## config.mk

```make
export PLATFORM = sky130hd
export DESIGN_NAME = vga_sync_ctrl
export DESIGN_NICKNAME = d
export VERILOG_FILES = /design/src/rtl/vga_timing_pkg.sv /design/src/rtl/vga_axis_counter.sv /design/src/rtl/vga_sync_ctrl.sv
export SDC_FILE = /design/constraint.sdc
export NUM_CORES = 1
export LEC_CHECK = 0
export BUFFER_PORTS_ARGS = -buffer_cell sky130_fd_sc_hd__buf_4
export CAP_MARGIN = 20
export CELL_PAD_IN_SITES_DETAIL_PLACEMENT = 1
export CELL_PAD_IN_SITES_GLOBAL_PLACEMENT = 1
export CORE_MARGIN = 1.5
export CORE_UTILIZATION = 40
export DETAILED_ROUTE_END_ITERATION = 16
export HOLD_SLACK_MARGIN = 0.02
export PLACE_DENSITY = 0.79
export SYNTH_ARGS = -nofsm -noshare
export SYNTH_HDL_FRONTEND = slang
export SYNTH_SLANG_ARGS = --single-unit
```

## constraint.sdc

```tcl
create_clock -name clk -period 1.82 [get_ports clk]
set_input_delay 0.091 -clock clk [delete_from_list [all_inputs] [get_ports clk]]
set_output_delay 0.091 -clock clk [all_outputs]
set_load 0.05 [all_outputs]
```

## src/rtl/vga_timing_pkg.sv

```systemverilog
// rtl/vga_timing_pkg.sv - default 640x480@60 timing constants for the VGA sync path
//
// Purpose: default horizontal/vertical visible, porch and sync widths, the
// derived totals, the pixel clock divider and the counter width.
// Ports: none (package).

package vga_timing_pkg;

    localparam int DEF_CLK_DIV   = 4;     // 100 MHz system clock -> 25 MHz pixel rate

    localparam int DEF_H_VISIBLE = 640;
    localparam int DEF_H_FP      = 16;
    localparam int DEF_H_SYNC    = 96;
    localparam int DEF_H_BP      = 48;
    localparam int DEF_H_TOTAL   = DEF_H_VISIBLE + DEF_H_FP + DEF_H_SYNC + DEF_H_BP;

    localparam int DEF_V_VISIBLE = 480;
    localparam int DEF_V_FP      = 10;
    localparam int DEF_V_SYNC    = 2;
    localparam int DEF_V_BP      = 33;
    localparam int DEF_V_TOTAL   = DEF_V_VISIBLE + DEF_V_FP + DEF_V_SYNC + DEF_V_BP;

    // Must hold both H_TOTAL-1 and V_TOTAL-1.
    localparam int DEF_CNT_W     = 10;

endpackage

```

## src/rtl/vga_axis_counter.sv

```systemverilog
// rtl/vga_axis_counter.sv - wrapping position counter with sync-window and visible decode
//
// Purpose: one display axis. Advances by one on each step, wraps to 0 when a
// step lands on TOTAL-1 or any larger value, and decodes the active-low sync
// window and the visible range from the registered count.
// Ports:
//   clk      in   system clock
//   rst      in   asynchronous active-high reset, clears count
//   step     in   advance request (one-clk pulse)
//   count    out  W  current position
//   wrap     out  step while count is at or past TOTAL-1 (next step wraps)
//   at_last  out  count is exactly TOTAL-1
//   sync_n   out  low while SYNC_START <= count < SYNC_START+SYNC_LEN
//   visible  out  high while count < VISIBLE

module vga_axis_counter #(
    parameter int W          = 10,
    parameter int TOTAL      = 800,
    parameter int VISIBLE    = 640,
    parameter int SYNC_START = 656,
    parameter int SYNC_LEN   = 96
) (
    input  logic         clk,
    input  logic         rst,
    input  logic         step,
    output logic [W-1:0] count,
    output logic         wrap,
    output logic         at_last,
    output logic         sync_n,
    output logic         visible
);

    // Compares are done at 32 bits so the sync window end may equal TOTAL
    // without overflowing a W-bit constant.
    logic [31:0] count_x;
    assign count_x = 32'(count);

    // ">=" rather than "==" so an out-of-range count recovers on its next step.
    logic past_last;
    assign past_last = (count_x >= 32'(TOTAL - 1));

    assign wrap    = step && past_last;
    assign at_last = (count_x == 32'(TOTAL - 1));
    assign sync_n  = !((count_x >= 32'(SYNC_START)) &&
                       (count_x <  32'(SYNC_START + SYNC_LEN)));
    assign visible = (count_x < 32'(VISIBLE));

    always_ff @(posedge clk or posedge rst) begin
        if (rst) begin
            count <= '0;
        end else if (step) begin
            count <= past_last ? '0 : count + 1'b1;
        end
    end

endmodule

```

## src/rtl/vga_sync_ctrl.sv

```systemverilog
// rtl/vga_sync_ctrl.sv - VGA pixel tick, h/v counters and sync/visible decode
//
// Purpose: divides clk into a pixel tick, runs the horizontal counter on that
// tick and the vertical counter on the horizontal wrap, and decodes hsync,
// vsync, video_on, line_end and frame_end combinationally from the registered
// counters and En.
// Optional feature: define VGA_FRAME_COUNT_EN to add a 16-bit frame_count
// output that advances on every frame_end and wraps 0xFFFF -> 0.
// Ports:
//   clk          in   system clock
//   rst          in   asynchronous active-high reset
//   En           in   run enable; low freezes divider and counters
//   pix_tick     out  one-clk pulse per pixel period
//   hCount       out  CNT_W  pixel column 0..H_TOTAL-1
//   vCount       out  CNT_W  line 0..V_TOTAL-1
//   hsync        out  active-low horizontal sync
//   vsync        out  active-low vertical sync
//   video_on     out  high inside the visible area
//   line_end     out  pulse on the last tick of a line
//   frame_end    out  pulse on the last tick of a frame
//   frame_count  out  16  frames completed (VGA_FRAME_COUNT_EN only)

module vga_sync_ctrl
    import vga_timing_pkg::*;
#(
    parameter int CLK_DIV   = DEF_CLK_DIV,
    parameter int H_VISIBLE = DEF_H_VISIBLE,
    parameter int H_FP      = DEF_H_FP,
    parameter int H_SYNC    = DEF_H_SYNC,
    parameter int H_BP      = DEF_H_BP,
    parameter int V_VISIBLE = DEF_V_VISIBLE,
    parameter int V_FP      = DEF_V_FP,
    parameter int V_SYNC    = DEF_V_SYNC,
    parameter int V_BP      = DEF_V_BP,
    parameter int CNT_W     = DEF_CNT_W
) (
    input  logic             clk,
    input  logic             rst,
    input  logic             En,
    output logic             pix_tick,
    output logic [CNT_W-1:0] hCount,
    output logic [CNT_W-1:0] vCount,
    output logic             hsync,
    output logic             vsync,
    output logic             video_on,
    output logic             line_end,
`ifdef VGA_FRAME_COUNT_EN
    output logic [15:0]      frame_count,
`endif
    output logic             frame_end
);

    localparam int H_TOTAL = H_VISIBLE + H_FP + H_SYNC + H_BP;
    localparam int V_TOTAL = V_VISIBLE + V_FP + V_SYNC + V_BP;

    localparam int               DIV_W    = $clog2(CLK_DIV);
    localparam logic [DIV_W-1:0] DIV_LAST = DIV_W'(CLK_DIV - 1);

    // Pixel divider: holds its phase while En is low so a resume finishes
    // the interrupted pixel period instead of restarting it.
    logic [DIV_W-1:0] div_cnt;

    always_ff @(posedge clk or posedge rst) begin
        if (rst) begin
            div_cnt <= '0;
        end else if (En) begin
            div_cnt <= (div_cnt == DIV_LAST) ? '0 : div_cnt + 1'b1;
        end
    end

    assign pix_tick = En && (div_cnt == DIV_LAST);

    logic h_wrap, h_last, h_sync_n, h_vis;
    logic v_wrap, v_last, v_sync_n, v_vis;

    vga_axis_counter #(
        .W          (CNT_W),
        .TOTAL      (H_TOTAL),
        .VISIBLE    (H_VISIBLE),
        .SYNC_START (H_VISIBLE + H_FP),
        .SYNC_LEN   (H_SYNC)
    ) u_h (
        .clk     (clk),
        .rst     (rst),
        .step    (pix_tick),
        .count   (hCount),
        .wrap    (h_wrap),
        .at_last (h_last),
        .sync_n  (h_sync_n),
        .visible (h_vis)
    );

    // Stepped by the horizontal wrap, so both counters change on the same
    // edge and (0, stale line) is never visible.
    vga_axis_counter #(
        .W          (CNT_W),
        .TOTAL      (V_TOTAL),
        .VISIBLE    (V_VISIBLE),
        .SYNC_START (V_VISIBLE + V_FP),
        .SYNC_LEN   (V_SYNC)
    ) u_v (
        .clk     (clk),
        .rst     (rst),
        .step    (h_wrap),
        .count   (vCount),
        .wrap    (v_wrap),
        .at_last (v_last),
        .sync_n  (v_sync_n),
        .visible (v_vis)
    );

    assign hsync     = h_sync_n;
    assign vsync     = v_sync_n;
    assign video_on  = h_vis && v_vis;
    assign line_end  = pix_tick && h_last;
    assign frame_end = line_end && v_last;

`ifdef VGA_FRAME_COUNT_EN
    always_ff @(posedge clk or posedge rst) begin
        if (rst) begin
            frame_count <= '0;
        end else if (frame_end) begin
            frame_count <= frame_count + 16'd1;
        end
    end
`endif

    // v_wrap only matters as the vertical counter's own step-and-wrap; the
    // frame boundary is reported through frame_end.
    logic unused_v_wrap;
    assign unused_v_wrap = v_wrap;

endmodule

```

## Word level (Yosys, flattened, before mapping)

Index checks and enable logic that the tools add are counted.

| word-level totals | value |
|---|---|
| output and inout bits | 26 |
| bits in registers | 22 |
| word-level logic and storage cells | 29 |
| input port bits | 3 |

| operators by class | value |
|---|---|
| add/sub/neg operators | 3 |
| equality and inequality tests | 3 |
| mux-type cells | 3 |
| $lt $le $gt $ge | 8 |
| reductions and logical operators | 9 |

Operators with widths:

| operator | count |
|---|---|
| 10-bit greater-or-equal comparator (second input constant) | 3 |
| 10-bit by 1-bit adder with 10-bit output (second input constant) | 2 |
| 10-bit equality test (second input constant) | 2 |
| 10-bit less-than comparator (second input constant) | 2 |
| 10-bit by 9-bit less-than comparator with 1-bit output (second input constant) | 2 |
| 10-bit two-way mux | 2 |
| 10-bit by 9-bit greater-or-equal comparator with 1-bit output (second input constant) | 1 |
| 1-bit logical AND | 7 |
| 2-bit by 1-bit adder with 2-bit output (second input constant) | 1 |
| 2-bit equality test (second input constant) | 1 |
| 1-bit logical NOT | 2 |
| 2-bit two-way mux | 1 |

## Logic depth before layout (Yosys ltp)

| logic depth | value |
|---|---|
| depth after elaboration | 4 |
| gate-level depth with buffers | 6 |
| depth with buffers taken out | 6 |

## Hierarchy

A second synthesis with hierarchy kept.

| unflattened totals | value |
|---|---|
| cell total of the unflattened synthesis | 141 |
| area total of the unflattened synthesis | 1306.3 um^2 |

By module, submodules not included:

| module | area each (um^2) | cells each | seq. area each (um^2) | times used |
|---|---|---|---|---|
| vga_axis_counter at u_v | 606.8 | 68 | 250.2 | 1 |
| vga_axis_counter at u_h | 579.3 | 62 | 250.2 | 1 |
| vga_sync_ctrl | 120.1 | 11 | 50.0 | 1 |

## Worst setup path before layout

No wires, ideal clock.

| path | value |
|---|---|
| kind | register to output |
| start point | register u_h.count[2] |
| end point | output frame_end |
| slack | -1.028 ns |
| stages on the path, launching flop included | 5 |
| data required time | 1.729 ns |
| arrival time | 2.757 ns |
| path buffers | 1 |
| cell sequence | dfrtp_1 -> and4_1 -> clkbuf_1 -> nand2_1 -> nor4_1 |

| between the ends | value |
|---|---|
| longest elaborated chain between the ends | 3 |

Ends and longest elaborated chain:

| what | line | text |
|---|---|---|
| start: declaration | vga_axis_counter.sv:26 | `output logic [W-1:0] count,` |
| start signal: assignment | vga_axis_counter.sv:52 | `count <= past_last ? '0 : count + 1'b1;` |
| 10-bit equality test | vga_axis_counter.sv:43 | `assign at_last = (count_x == 32'(TOTAL - 1));` |
| 1-bit logical AND | vga_sync_ctrl.sv:115 | `assign line_end = pix_tick && h_last;` |
| 1-bit logical AND | vga_sync_ctrl.sv:116 | `assign frame_end = line_end && v_last;` |
| end: declaration | vga_sync_ctrl.sv:50 | `output logic frame_end` |

No other way between the ends.

## Worst setup path in the final report

| path | value |
|---|---|
| start point | register u_v.count[7] |
| end point | output frame_end |

| between the ends | value |
|---|---|
| longest elaborated chain between the ends | 2 |

Ends and longest elaborated chain:

| what | line |
|---|---|
| start: declaration | vga_axis_counter.sv:26 |
| start signal: assignment | vga_axis_counter.sv:52 |
| 10-bit equality test | vga_axis_counter.sv:43 |
| 1-bit logical AND | vga_sync_ctrl.sv:116 |

No other way between the ends.

==> results.md <==
- Total Routing Usage GR: 0.234
- Clk root buf: clkbuf_4
- Skew-Pair Late Insertion Delay: about 0.32 ns
- P per Cell Area: a little under 800 mW/mm^2
- Total grt overflow: 0
- Hold Crit Class: in -> reg
- DPL Wire Length: 2.81 mm
- Vias in the first global route: between 1000 and 1500
- DRT Wirelength: approximately 4.4 mm
- Tmin final: approximately 1.9 ns
- Fill count: about 360
- CP Data Arrival Time: 1.81 ns
- DRC Markers: 0
- Clk sinks: 22
- Routed Antenna Nets: 0
- RSZ-0062 raised after global routing: yes
- CTS tree: done
- Via count: ~1300
- Fin. Hold Viols: 0
- GP Congestion: around 0.85
- Layout cells sized above 1: 0.433
- Via density: around 5.6
- Crit start category: flop
- Num CTS Buffers: 3
- Final Setup Violations: 1
- Area Overhead vs Synth: 41.5%
- Count leader, synth: dfrtp_1
- Drt first pass iters: 4
- Final Slew Violations: 0
- Worst Path Buf+Inv: 1
- Critical Path End Type: primary output
- Area of the multi-input gates: around 750 sq um
- Synth top area cells: dfrtp_1 (42%), ha_1 (4.8%), nand4_1 (4.8%)
- Largest net degree at the start of global routing: 13
- Failing checks: setup timing
- Die Wd: 60.0 microns
- Core area: between 0.003 and 0.004 sq mm
- Post-synthesis sequential area ratio: 0.423
- Ys Warns: 0
- Area leader, netlist: dfrtp_1
- Synth top area share: 0.423
- CP top delay family: simple AND/OR/NAND/NOR gates
- Reg clk slew, reported paths: ~0.15 ns
- CP max FO: 6
- Initial DRC count: 87
- Initial core utilization: 0.423
- Register area: approximately 560 sq um
- PortBufs: 28
- Flip-flop and latch count after synthesis: 22
- Post-layout util: 0.598
- Max VDD drop: about 0.35 mV
- Cells along the critical path: nor3_4 -> nand2_1 -> nor4_4 -> buf_6
- Req. time, crit path: about 1.7 ns
- Critical Path Max Stage Delay: 0.50 ns
- Syn_nets: roughly 140
- Number of antenna repair diodes: 0
- Max-slew headroom: 0.706
- Clock Tree Buf Depth: 2
- Initial antenna violation count: 0
- First-pass GRT wire length: 6.28 mm
- Number of synthesized flops with an enable pin: 0
- Slowest cell on the critical path: dfrtp_2
- Critical path class: reg -> out
- Yosys cell types: 34
- H-tree levels: 1
- Num ports: 29
- Syn Inst Count: between 100 and 150
- Mean post-synth cell area: 9.57 sq um
- Setup TNS: -0.0854 ns
- Nets: ~200
- Die ar.: ~0.0036 sq mm
- Most common library cells after synthesis: dfrtp_1 (22), nor2_1 (15), nand4_1 (10)
- Final worst clock skew: ~0.011 ns
- Die Y: around 60 microns
- Worst-Margin Slew: 0.440 ns
- Status: finished with violations
- P_leak: 0.884 nW
- Wire length per cell: 19.2 microns
- Setup ws final: -0.0854 ns
- Max_cap viols: 0
- Row count: 20
- Post-layout total power: 0.00144 W
- Synth Flop Type: dfrtp_1
- Fmax: about 520 MHz
- Async set-reset flop share out of synthesis: 1.00
- Final period util: 1.05
- Mapped cell area: approximately 0.0013 sq mm
-- worst paths after layout --
| path | start | to | slack [ns] | cells after the start |
|---|---|---|---|---|
| min | En | div_cnt[0]$_DFFE_PP0P_ | 0.008 | 2 |
| min reg2reg | div_cnt[1]$_DFFE_PP0P_ | div_cnt[1]$_DFFE_PP0P_ | 0.63 | 1 |
| max | u_v.count[7]$_DFFE_PP0P_ | frame_end | -0.09 | 4 |
| min in group asynchronous | rst | u_v.count[7]$_DFFE_PP0P_ | 0.31 | 3 |
| max in group asynchronous | rst | u_v.count[1]$_DFFE_PP0P_ | 0.95 | 4 |
| max reg2reg | div_cnt[1]$_DFFE_PP0P_ | u_v.count[7]$_DFFE_PP0P_ | 0.10 | 7 |
-- worst reg2reg max path: cells and delay by family (launching register included) --
kind            cells  cell delay [ns]
flops               1             0.44
compound gates      3             0.61
fa+ha+maj           1             0.16
simple gates        1             0.14
buf+inv             2             0.28
-- metal layers --
layer	up-vias	GRT usage	wire length (microns)
li1	591	-	-
met1	653	0.283	1790
met2	33	0.427	2370
met3	14	0.0260	119
met4	0	0.0762	163
met5	-	0	0
-- through the flow --
step / setup slack, ns / cells / hold WS (ns) / cell area [sq um]
after floorplan: -0.189 / 136 / 0.0800 / 1330
after global placement: 0.194 / 211 / 0.116 / 1630
after detailed placement: 0.0962 / 211 / 0.133 / 1630
after CTS: 0.000515 / 218 / 0.0308 / 1720
after global routing: -0.143 / 231 / 0.0105 / 1840
final: -0.0854 / 231 / 0.00754 / 1840
-- repair_timing --
action | CTS | global route
setup buffers | 3 | 12
hold buffers | 1 | 0
setup endpoints to repair | 3 | 5
hold endpoints to repair | 10 | 0
pin swaps | 3 | 4
resized for setup | 10 | 9
gates cloned | 0 | 1
-- placed cells by master, fill, tap and decap left out, types with 2 or more instances in the layout --
cell / count
a21oi_1: 2
a22o_1: 7
a31oi_1: 2
and3_1: 6
and4_1: 2
buf_4: 49
buf_6: 3
clkbuf_4: 3
dfrtp_1: 12
dfrtp_2: 10
ha_1: 4
inv_1: 8
mux2_2: 2
nand2_1: 8
nand3_1: 5
nand4_1: 10
nor2_1: 13
nor2_2: 2
nor2b_1: 2
nor3_1: 3
nor3_4: 2
o21ai_0: 7
xor2_1: 7
-- layout make-up --
type                            count  area share
Clock buffer                        4      0.0197
Timing Repair Buffer               53       0.224
Multi-Input combinational cell    100       0.405
Tap cell                           44      0.0299
Inverter                            8      0.0163
Sequential cell                    22       0.306
-- cell families after synthesis --
family | synth area share
buffers and inverters | 0.0558
adders and majority gates | 0.0481
and+or+nand+nor | 0.260
AOI/OAI and AO/OA | 0.141
muxes | 0.0250
DFF | 0.423
xor gates and xnor gates | 0.0471
-- report_power, final --
group / leakage, nW / internal [W] / switching (W) / total [W]
Sequential: 0.278 / 0.000550 / 0.0000691 / 0.000619
Combinational: 0.585 / 0.000198 / 0.000333 / 0.000530
Clock: 0.0210 / 0.000122 / 0.000173 / 0.000295
-- flip-flops by register name, summed over array words and instances, names as in the netlist --
register and cells:
u_v.count 10, u_h.count 10, div_cnt 2
No activity file was read; power rests on OpenSTA's default activity.
